<file path="config.mk">
export PLATFORM = sky130hd
export DESIGN_NAME = inject_arbiter
export DESIGN_NICKNAME = d
export VERILOG_FILES = /design/src/rtl/inject_pkg.sv /design/src/rtl/rr_picker.sv /design/src/rtl/inject_arbiter.sv
export SDC_FILE = /design/constraint.sdc
export NUM_CORES = 1
export LEC_CHECK = 0
export ABC_AREA = 1
export CORE_MARGIN = 2
export CORE_UTILIZATION = 32
export DETAILED_ROUTE_END_ITERATION = 10
export PLACE_DENSITY = 0.72
export SYNTH_ARGS = -nofsm -noshare
export SYNTH_HDL_FRONTEND = slang
export SYNTH_SLANG_ARGS = --single-unit
</file>
<file path="constraint.sdc">
create_clock -name clk_i -period 2.1 [get_ports clk_i]
set_input_delay 0.21 -clock clk_i [delete_from_list [all_inputs] [get_ports clk_i]]
set_output_delay 0.21 -clock clk_i [all_outputs]
set_load 0.005 [all_outputs]
</file>
<file path="src/rtl/inject_pkg.sv">
// rtl/inject_pkg.sv - shared types for the NoC injection arbiter
package inject_pkg;

  localparam int DEFAULT_FLIT_SIZE = 32;

  typedef enum logic {
    IDLE,
    LOCKED
  } state_e;

  typedef logic [DEFAULT_FLIT_SIZE-1:0] flit_t;

endpackage

</file>
<file path="src/rtl/rr_picker.sv">
// rtl/rr_picker.sv - combinational round-robin priority encoder
// Returns the first asserted request at or after ptr_i, wrapping modulo N.
module rr_picker #(
  parameter int N  = 4,
  parameter int PW = $clog2(N)
) (
  input  logic [N-1:0]  req_i,
  input  logic [PW-1:0] ptr_i,
  output logic [PW-1:0] idx_o,
  output logic          found_o
);

  logic [PW-1:0] cand;

  // Scan farthest offset first so the nearest requester overwrites the result.
  always_comb begin
    idx_o   = '0;
    found_o = 1'b0;
    cand    = '0;
    for (int k = N - 1; k >= 0; k--) begin
      cand = PW'((int'(ptr_i) + k) % N);
      if (req_i[cand]) begin
        idx_o   = cand;
        found_o = 1'b1;
      end
    end
  end

endmodule

</file>
<file path="src/rtl/inject_arbiter.sv">
// rtl/inject_arbiter.sv - round-robin burst-locked arbiter for the NoC injection link
// Grants one source per burst, muxes its tx/data/credit and tracks stall and end-of-application.
module inject_arbiter
  import inject_pkg::*;
#(
  parameter int FLIT_SIZE   = DEFAULT_FLIT_SIZE,
  parameter int NUM_SRC     = 4,
  parameter int STALL_LIMIT = 1024
) (
  input  logic                              clk_i,
  input  logic                              rst_i,
  input  logic [NUM_SRC-1:0]                src_tx_i,
  input  logic [NUM_SRC-1:0][FLIT_SIZE-1:0] src_data_i,
  output logic [NUM_SRC-1:0]                src_credit_o,
  input  logic [NUM_SRC-1:0]                src_eoa_i,
  output logic                              tx_o,
  output logic [FLIT_SIZE-1:0]              data_o,
  input  logic                              credit_i,
  output logic                              eoa_o,
  output logic [$clog2(NUM_SRC)-1:0]        grant_o,
  output logic                              busy_o,
  output logic                              stall_o,
  output logic [31:0]                       flit_cnt_o
);

  localparam int GW = $clog2(NUM_SRC);
  localparam int SW = $clog2(STALL_LIMIT + 1);
  localparam logic [SW-1:0] STALL_MAX = SW'(STALL_LIMIT);
  localparam logic [GW-1:0] LAST_SRC  = GW'(NUM_SRC - 1);

  state_e        state_q;
  logic [GW-1:0] grant_q;
  logic [GW-1:0] rr_ptr_q;
  logic [31:0]   flit_cnt_q;
  logic [SW-1:0] stall_cnt_q;
  logic          stall_q;
  logic          busy_q;
  logic          eoa_q;
  logic          eoa_d;
  logic          locked;
  logic [GW-1:0] pick_idx;
  logic          pick_found;

  rr_picker #(
    .N  (NUM_SRC),
    .PW (GW)
  ) u_picker (
    .req_i   (src_tx_i),
    .ptr_i   (rr_ptr_q),
    .idx_o   (pick_idx),
    .found_o (pick_found)
  );

  assign locked = (state_q == LOCKED);

  // Link side is a pure mux of the granted source: no added latency.
  assign tx_o   = locked & src_tx_i[grant_q];
  assign data_o = locked ? src_data_i[grant_q] : '0;

  always_comb begin
    src_credit_o = '0;
    if (locked) src_credit_o[grant_q] = credit_i;
  end

  assign eoa_d = eoa_q | (&src_eoa_i & ~locked & ~|src_tx_i);

  always_ff @(posedge clk_i or posedge rst_i) begin
    if (rst_i) begin
      state_q     <= IDLE;
      grant_q     <= '0;
      rr_ptr_q    <= '0;
      flit_cnt_q  <= '0;
      stall_cnt_q <= '0;
      stall_q     <= 1'b0;
      busy_q      <= 1'b0;
      eoa_q       <= 1'b0;
    end else begin
      eoa_q <= eoa_d;
      case (state_q)
        IDLE: begin
          if (pick_found) begin
            state_q     <= LOCKED;
            grant_q     <= pick_idx;
            busy_q      <= 1'b1;
            flit_cnt_q  <= '0;
            stall_cnt_q <= '0;
            stall_q     <= 1'b0;
          end
        end
        LOCKED: begin
          if (!src_tx_i[grant_q]) begin
            state_q     <= IDLE;
            grant_q     <= '0;
            busy_q      <= 1'b0;
            stall_cnt_q <= '0;
            stall_q     <= 1'b0;
            rr_ptr_q    <= (grant_q == LAST_SRC) ? '0 : grant_q + 1'b1;
          end else if (credit_i) begin
            stall_cnt_q <= '0;
            if (flit_cnt_q != '1) flit_cnt_q <= flit_cnt_q + 1'b1;
          end else begin
            // Stall is sticky for the rest of the grant; the counter just saturates.
            if (stall_cnt_q != STALL_MAX) stall_cnt_q <= stall_cnt_q + 1'b1;
            if (stall_cnt_q == STALL_MAX - 1'b1) stall_q <= 1'b1;
          end
        end
      endcase
    end
  end

  assign grant_o    = grant_q;
  assign busy_o     = busy_q;
  assign stall_o    = stall_q;
  assign flit_cnt_o = flit_cnt_q;
  assign eoa_o      = eoa_q;

endmodule

</file>
==> results of run 1 <==
## area by class of cell
cell class,count,area share
multi-input combinational,658,0.406
timing repair buffer,239,0.338
sequential,51,0.176
inverter,60,0.0317
tap,180,0.0310
clock buffer,6,0.0178
## sequential cells by signal, summed over array words and instances, names as in the netlist
signal,count
busy_o,1
grant_o,2
stall_o,1
flit_cnt_o,32
locked,1
stall_cnt_q,11
rr_ptr_q,2
eoa_o,1
## critical path, stage by stage, from the launching register on
cell             delay (ns)
dfrtp_2                0.50
clkinv_4               0.12
nand2_1                0.05
nand3_1                0.06
nand2_1                0.12
nor2_1                 0.22
clkdlybuf4s50_1        0.54
## timing repair
item,CTS,global route
buffers inserted,0,4
endpoints found under the setup margin,26,21
resized for setup,20,21
gates cloned,0,2
pin swaps,0,1
## final timing paths
path	slack [ns]	end
setup / recovery	-0.02	tx_o
hold / removal	0.25	flit_cnt_o[28]$_DFFE_PP0P_
setup reg to reg	0.22	flit_cnt_o[22]$_DFFE_PP0P_
hold reg to reg	0.47	eoa_o$_DFF_PP0_
max in group asynchronous	1.19	flit_cnt_o[5]$_DFFE_PP0P_
min in group clk_i	0.47	eoa_o$_DFF_PP0_
## routing by layer
layer | vias to the layer above | GRT usage
li1 | 3020 | -
met1 | 2617 | 0.241
met4 | 0 | 0.0449
met2 | 183 | 0.389
met3 | 23 | 0.0421
met5 | - | 0
## cell families after synthesis
kind of cell	Yosys count	synth area share
AND/OR/NAND/NOR	486	0.429
AO/OA/AOI/OAI	162	0.182
buffers and inverters	97	0.0891
flip-flops	51	0.275
adder cells (fa/ha/maj)	7	0.0189
XOR/XNOR	3	0.00567
## report_power, final
part / internal (mW) / leakage [nW] / switching (mW)
Combinational: 1.90 / 2.32 / 2.21
Sequential: 1.07 / 0.691 / 0.150
Clock: 0.429 / 0.0628 / 0.334
Total: 3.40 / 3.07 / 2.69
## Yosys cell counts
| master | n |
|---|---|
| o31ai_1 | 2 |
| nand3_4 | 1 |
| nand3b_1 | 1 |
| dfrtp_1 | 51 |
| nand2_2 | 2 |
| buf_4 | 2 |
| buf_2 | 9 |
| xnor2_1 | 1 |
| clkbuf_1 | 18 |
| o211ai_1 | 1 |
| ha_1 | 7 |
| nor2_2 | 1 |
| nor2_1 | 205 |
| nand3_1 | 66 |
| a21oi_1 | 34 |
| inv_2 | 4 |
| nor2_4 | 1 |
| or2_2 | 7 |
| o21ai_0 | 80 |
| xor2_1 | 2 |
| nand3_2 | 1 |
| nand4_1 | 7 |
| o21bai_1 | 10 |
| inv_1 | 56 |
| nand2_1 | 188 |
| buf_6 | 4 |
| nor3_1 | 6 |
| o21ai_1 | 35 |
| buf_1 | 4 |
==> flow_metrics.env, run 1 <==
export IMPL_rsz0062_at_grt="true"
export IMPL_yosys_area_top_type="dfrtp_1"
export IMPL_io_pins=213
export IMPL_ys_top_cells_by_area="dfrtp_1, nor2_1, nand2_1, o21ai_0, nand3_1"
export IMPL_post_route_util=0.519
export IMPL_grt_pass1_wl_um=26900
export IMPL_totalWireLength_um=16900
export IMPL_seq_area_frac_synth=0.275
export IMPL_postRouteAntennaNets=0
export IMPL_finalSetupViolCount=4
export IMPL_slew_headroom=0.679
export IMPL_drive_gt1_frac=0.0503
export IMPL_r2r_start="flit_cnt_o[0]$_DFFE_PP0P_"
export IMPL_placed_area_um2=7000
export IMPL_cellPowerDensity_nw_per_um2=840
export IMPL_min_period_ns=2.12
export IMPL_yosys_register_bits=51
export IMPL_synth_nets=952
export IMPL_hold_buffers=0
export IMPL_grt_pass1_vias=5536
export IMPL_worst_setup_path_type="reg -> out"
export IMPL_ir_worst_vdd_v=0.000528
export IMPL_rows=43
export IMPL_final_common_cell="nor2_1"
export IMPL_crit_path_start="grant_o[0]$_DFFE_PP0P_"
export IMPL_cts_max_level=2
export IMPL_path_max_fanout=7
export IMPL_grt_max_degree=65
export IMPL_hpwlAfterDp_um=13200
export IMPL_pre_cts_slack_ns=0.0996
export IMPL_total_power_mw=6.09
export IMPL_clkTransAtPathRegs_ns=0.07
export IMPL_yosys_area_top_type_share=0.275
export IMPL_groute_usage_overall=0.207
export IMPL_hold_viol=0
export IMPL_start_kind="flip-flop"
export IMPL_ys_types=29
export IMPL_timing_final_ws_setup_ns=-0.0171
export IMPL_area_growth_syn_to_layout_pct=56.6
export IMPL_cp_required_ns=1.89
export IMPL_dr_wl_met2_um=8750
export IMPL_port_buffers=212
export IMPL_hold_path_class="in -> async"
export IMPL_yosysWarnings=0
export IMPL_postSynthAreaPerCell_um2=5.75
export IMPL_die_y_um=124
export IMPL_route_met3_wl_um=984
export IMPL_cts_root_buf="clkbuf_16"
export IMPL_wire_per_inst_um=14.1
export IMPL_period_share=1.01
export IMPL_n_antenna_cell=0
export IMPL_numCtsBuffers=5
export IMPL_final_nets=1161
export IMPL_final_setup_tns_ns=-0.0389
export IMPL_worstPathArrival_ns=1.91
export IMPL_final_cells=1194
export IMPL_leakagePower_nw=3.07
export IMPL_met1_length_um=6830
export IMPL_drv_cap=0
export IMPL_clk_latency_ns=0.28
export IMPL_drcViolationCount=0
export IMPL_violations="setup timing"
export IMPL_drtIter0Drc=330
export IMPL_ff2ff_path_depth=10
export IMPL_antenna_found_initial=0
export IMPL_initial_core_util=0.331
export IMPL_fmax_mhz=472
export IMPL_worst_pin_slew_ns=0.481
export IMPL_die_w_um=124
export IMPL_gp_congestion=0.914
export IMPL_vias=5843
export IMPL_end_kind="primary output"
export IMPL_multi_input_area_um2=2950
export IMPL_finClkSkew_ns=0.00727
export IMPL_core_area_um2=14000
export IMPL_fill_cells=1439
export IMPL_cts_sinks=51
export IMPL_firstDrtPassIters=6
export IMPL_status="finished, violations left"
export IMPL_synthCells=806
export IMPL_clock_path_buffers=2
export IMPL_placed_cells=1182
export IMPL_grt_ovfl_total=0
export IMPL_slew_violations=0
export IMPL_hold_slack_ns=0.255
export IMPL_vias_per_cell=4.89
export IMPL_top_layer_used="met4"
export IMPL_dieArea_um2=15500
export IMPL_ff_latch_area_um2=1280
export IMPL_final_cell_mix="nor2_1, nand2_1, clkdlybuf4s50_1"
export IMPL_cts_tree="done"
export IMPL_final_area_um2=7260
export IMPL_synth_area_um2=4630
Power figures use the tool's default switching activity.
==> run 2: changes to the inputs <==
- CORE_MARGIN: 2 -> default
==> flow_metrics.env, run 2 (synthesis results as in run 1) <==
export IMPL_period_share=0.980
export IMPL_clkTransAtPathRegs_ns=0.07
export IMPL_hold_buffers=0
export IMPL_n_antenna_cell=0
export IMPL_cpLargestDelayFamily="buffers and inverters"
export IMPL_cts_sinks=51
export IMPL_crit_path_start="grant_o[0]$_DFFE_PP0P_"
export IMPL_cts_max_level=2
export IMPL_max_stage_delay_ns=0.47
export IMPL_cp_required_ns=1.89
export IMPL_rsz0062_at_grt="true"
export IMPL_hold_path_class="in -> async"
export IMPL_groute_usage_overall=0.226
export IMPL_grt_pass1_vias=5780
export IMPL_drive_gt1_frac=0.0712
export IMPL_firstDrtPassIters=5
export IMPL_ir_worst_vdd_v=0.000502
export IMPL_port_buffers=212
export IMPL_path_max_fanout=6
export IMPL_post_route_util=0.529
export IMPL_r2r_start="flit_cnt_o[1]$_DFFE_PP0P_"
export IMPL_worst_setup_path_type="reg -> out"
export IMPL_totalWireLength_um=16700
export IMPL_area_growth_syn_to_layout_pct=59.6
export IMPL_start_kind="flip-flop"
export IMPL_leakagePower_nw=3.17
export IMPL_worstPathArrival_ns=1.85
export IMPL_fmax_mhz=486
export IMPL_p_sw_mw=2.80
export IMPL_grt_ovfl_total=0
export IMPL_wire_per_inst_um=13.8
export IMPL_finClkSkew_ns=0.00688
export IMPL_finalSetupViolCount=0
export IMPL_largest_reg_flops=32
export IMPL_gp_congestion=0.873
export IMPL_cts_root_buf="clkbuf_16"
export IMPL_slew_violations=0
export IMPL_antenna_found_initial=0
export IMPL_path_buf_inv=4
export IMPL_final_cell_mix="nor2_1, nand2_1, clkdlybuf4s50_1"
export IMPL_grt_max_degree=65
export IMPL_timing_rr_end="flit_cnt_o[22]$_DFFE_PP0P_"
export IMPL_clk_latency_ns=0.29
export IMPL_vias_per_cell=4.92
export IMPL_postRouteAntennaNets=0
export IMPL_drcViolationCount=0
export IMPL_ff2ff_path_depth=10
export IMPL_die_w_um=122
export IMPL_crit_path_top_delay_cell="dfrtp_2"
export IMPL_cellPowerDensity_nw_per_um2=881
export IMPL_final_nets=1171
export IMPL_seq_power_share=0.186
export IMPL_grt_pass1_wl_um=27100
export IMPL_end_kind="primary output"
export IMPL_crit_end="data_o[29]"
export IMPL_vias=5928
export IMPL_switching_share=0.430
export IMPL_initial_core_util=0.331
export IMPL_power_frac_clock=0.161
export IMPL_min_period_ns=2.06
export IMPL_cp_cell_sequence="buf_12 -> buf_4 -> buf_4 -> nor2_1 -> nor2_1 -> o21ai_0 -> a21oi_1 -> dlygate4sd2_1"
export IMPL_hold_viol=0
export IMPL_crit_cells=8
export IMPL_reg2reg_slack_ns=0.22
export IMPL_hold_slack_ns=0.213
export IMPL_numCtsBuffers=5
export IMPL_drtIter0Drc=380
export IMPL_slew_headroom=0.706
export IMPL_final_common_cell="nor2_1"
export IMPL_rows=43
export IMPL_clock_path_buffers=2
export IMPL_status="finished, final reports clean"
export IMPL_worst_pin_slew_ns=0.440
export IMPL_drv_cap=0
export IMPL_io_pins=213
export IMPL_fill_cells=1455
export IMPL_final_setup_tns_ns=0
export IMPL_die_y_um=122
export IMPL_dieArea_um2=15000
export IMPL_ff_latch_area_um2=1280
export IMPL_hpwlAfterDp_um=12900
export IMPL_core_area_um2=14000
export IMPL_cts_tree="done"
export IMPL_multi_input_area_um2=2960
export IMPL_combPwrFrac=0.653
export IMPL_intPower_mw=3.72
## run 2: final cells by class
cell class | count | area share
clock buffers | 5 | 0.0169
clock inverters | 3 | 0.00913
inverters | 60 | 0.0318
multi-input cells | 658 | 0.400
flip-flops and latches | 51 | 0.173
well taps | 180 | 0.0304
repair buffers | 249 | 0.338
## run 2: worst min path at each step
stage / cells past startpoint / start / slack (ns) / end
floorplan: 2 / src_eoa_i[1] / 0.37 / eoa_o$_DFF_PP0_
global placement: 2 / eoa_o$_DFF_PP0_ / 0.45 / eoa_o$_DFF_PP0_
detailed placement: 2 / eoa_o$_DFF_PP0_ / 0.46 / eoa_o$_DFF_PP0_
CTS: 2 / rst_i / 0.22 / stall_cnt_q[7]$_DFFE_PP0P_
global route: 2 / rst_i / 0.25 / stall_cnt_q[7]$_DFFE_PP0P_
finish: 2 / rst_i / 0.21 / stall_cnt_q[7]$_DFFE_PP0P_
## run 2: layer usage
layer / GRT usage / up-vias / wire (µm)
li1: - / 3041 / -
met1: 0.264 / 2681 / 7070
met2: 0.424 / 181 / 8480
met3: 0.0423 / 25 / 811
met4: 0.0473 / 0 / 305
met5: 0 / - / 0
## run 2: worst register-to-register path: stages (launching register included)
cell     delay (ns)
dfrtp_1        0.41
ha_1           0.23
inv_2          0.07
nor2_4         0.14
nand2_2        0.11
nor2_2         0.17
nand3_2        0.12
nand3_4        0.09
buf_12         0.24
nand2_1        0.13
o21ai_1        0.09
## run 2: power by group through the flow
stage	clock, mW	combinational (mW)	sequential (mW)
after global placement	0	4.14	1.21
after global routing	1.10	4.76	1.23
after detailed placement	0	4.16	1.21
after CTS	1.08	4.19	1.21
final	1.05	4.26	1.21
after floorplan	0	2.31	1.18
## run 2: timing repair
action	4_1_cts	5_1_grt
cloned	1	0
pin swaps	2	8
setup buffers	4	7
endpoints found under the setup margin	36	12
endpoints found under the hold margin	0	0
gates resized for setup	40	28
## run 2: through the flow
step,setup slack (ns),instance area (µm²),power [mW],cells
after global placement,0.0612,7030,5.35,1186
final,0.0414,7400,6.52,1206
after detailed placement,0.0510,7030,5.37,1186
after global routing,-0.0770,7400,7.09,1206
after CTS,-0.0590,7310,6.48,1199
after floorplan,0.414,4630,3.48,806
==> run 3: changes to the inputs <==
- GPL_ROUTABILITY_DRIVEN: default -> 0
==> flow_metrics.env, run 3 (synthesis results as in run 1) <==
export IMPL_status="finished, final reports clean"
export IMPL_grt_max_degree=65
export IMPL_firstDrtPassIters=5
export IMPL_final_area_um2=7420
export IMPL_crit_path_start="grant_o[0]$_DFFE_PP0P_"
export IMPL_min_period_ns=2.00
export IMPL_rows=43
export IMPL_finClkSkew_ns=0.00669
export IMPL_area_growth_syn_to_layout_pct=60.2
export IMPL_port_buffers=212
export IMPL_grt_ovfl_total=0
export IMPL_grt_pass1_vias=5633
export IMPL_drive_gt1_frac=0.0663
export IMPL_worst_setup_path_type="reg -> out"
export IMPL_totalWireLength_um=17100
export IMPL_final_common_cell="nor2_1"
export IMPL_start_kind="flip-flop"
export IMPL_total_power_mw=6.55
export IMPL_antenna_found_initial=0
export IMPL_hold_buffers=0
export IMPL_rsz0062_at_grt="true"
export IMPL_wire_per_inst_um=14.2
export IMPL_groute_usage_overall=0.224
export IMPL_cp_cell_sequence="buf_6 -> buf_16 -> buf_4 -> nor2_1 -> nor2_1 -> o21ai_0 -> a21oi_1 -> dlygate4sd2_1"
export IMPL_cp_common_cell="nor2_1"
export IMPL_slew_headroom=0.683
export IMPL_cts_root_buf="clkbuf_16"
export IMPL_finalSetupViolCount=0
export IMPL_ff2ff_path_depth=11
export IMPL_r2r_start="grant_o[0]$_DFFE_PP0P_"
export IMPL_cts_max_level=2
export IMPL_cellPowerDensity_nw_per_um2=882
export IMPL_crit_path_top_delay_cell="dfrtp_2"
export IMPL_grt_pass1_wl_um=26800
export IMPL_io_pins=213
export IMPL_clkTransAtPathRegs_ns=0.06
export IMPL_n_antenna_cell=0
export IMPL_core_area_um2=14000
export IMPL_die_y_um=122
export IMPL_clock_path_buffers=2
export IMPL_worstPathArrival_ns=1.79
export IMPL_clk_latency_ns=0.29
export IMPL_dieArea_um2=15000
export IMPL_cp_required_ns=1.89
export IMPL_die_w_um=122
export IMPL_placed_area_um2=7030
export IMPL_worst_pin_slew_ns=0.475
export IMPL_vias=6033
export IMPL_slew_violations=0
export IMPL_timing_rr_end="flit_cnt_o[0]$_DFFE_PP0P_"
export IMPL_end_kind="primary output"
export IMPL_leakagePower_nw=3.18
export IMPL_hpwlAfterDp_um=13100
export IMPL_fill_cells=1449
export IMPL_final_nets=1170
export IMPL_ir_worst_vdd_v=0.000508
export IMPL_initial_core_util=0.331
export IMPL_cts_tree="done"
export IMPL_fmax_mhz=499
export IMPL_reg2reg_slack_ns=0.19
export IMPL_drv_cap=0
export IMPL_postRouteAntennaNets=0
export IMPL_final_cell_mix="nor2_1, nand2_1, clkdlybuf4s50_1"
export IMPL_max_stage_delay_ns=0.50
export IMPL_period_share=0.953
export IMPL_numCtsBuffers=5
export IMPL_drtIter0Drc=425
export IMPL_largest_reg_flops=32
export IMPL_hold_path_class="in -> async"
export IMPL_hold_viol=0
export IMPL_drcViolationCount=0
export IMPL_path_max_fanout=6
export IMPL_cts_sinks=51
export IMPL_vias_per_cell=5.01
## run 3: cell types whose count changed in the layout (fill, tap and decap cells not counted), sizes merged
cell,delta
clkinv,-1
bufinv,-2
inv,+1
dlymetal6s2s,+1
buf,-1
clkdlybuf4s50,-1
dlygate4sd2,+3
clkinvlp,-1
## run 3: worst max path at each step
stage               cells past startpoint  slack [ns]                          to
floorplan                               9        0.41  flit_cnt_o[18]$_DFFE_PP0P_
global placement                        9        0.09  stall_cnt_q[4]$_DFFE_PP0P_
detailed placement                      9        0.08  stall_cnt_q[4]$_DFFE_PP0P_
CTS                                     5       -0.12                  data_o[11]
global route                            7      -0.003                   data_o[3]
finish                                  8         0.1                  data_o[14]
## run 3: cell type report
class,count,area [µm²],area share
multi-input combinational,658,2960,0.399
timing repair buffer,248,2560,0.346
sequential,51,1280,0.172
inverter,60,235,0.0317
tap,180,225,0.0303
clock buffer,8,156,0.0211
## run 3: per-stage QoR
step	hold WS (ns)	utilization	setup TNS, ns	instances	setup slack, ns
detailed placement	0.518	0.502	0	1185	0.0785
finish	0.263	0.531	0	1205	0.0979
CTS	0.273	0.524	-1.04	1203	-0.120
global route	0.317	0.531	-0.00311	1205	-0.00311
floorplan	0.367	-	0	806	0.414
global placement	0.502	0.502	0	1185	0.0890
## run 3: repair_timing
| item | in CTS | in global routing |
|---|---|---|
| gates resized for setup | 39 | 25 |
| endpoints found under the setup margin | 36 | 25 |
| setup buffers | 7 | 1 |
| pin swaps | 3 | 5 |
| cloned | 3 | 1 |
## run 3: critical path: cells and delay by family, from the launching register on
family,cells,cell delay (ns)
DFF,1,0.50
AOI/OAI and AO/OA,2,0.15
and+or+nand+nor,2,0.14
buffers and inverters,4,0.70
## run 3: metal layers
metal | share of wire | GRT usage | up-vias
met5 | 0 | 0 | -
met3 | 0.067 | 0.0474 | 35
met4 | 0.031 | 0.0724 | 0
met1 | 0.41 | 0.270 | 2692
li1 | - | - | 3040
met2 | 0.50 | 0.393 | 266
## run 3: where the power goes
| part | leakage (nW) | internal, mW | switching (mW) |
|---|---|---|---|
| clock network | 0.0772 | 0.508 | 0.340 |
| logic | 2.42 | 2.10 | 2.38 |
| registers | 0.689 | 1.08 | 0.139 |
| total | 3.18 | 3.69 | 2.86 |
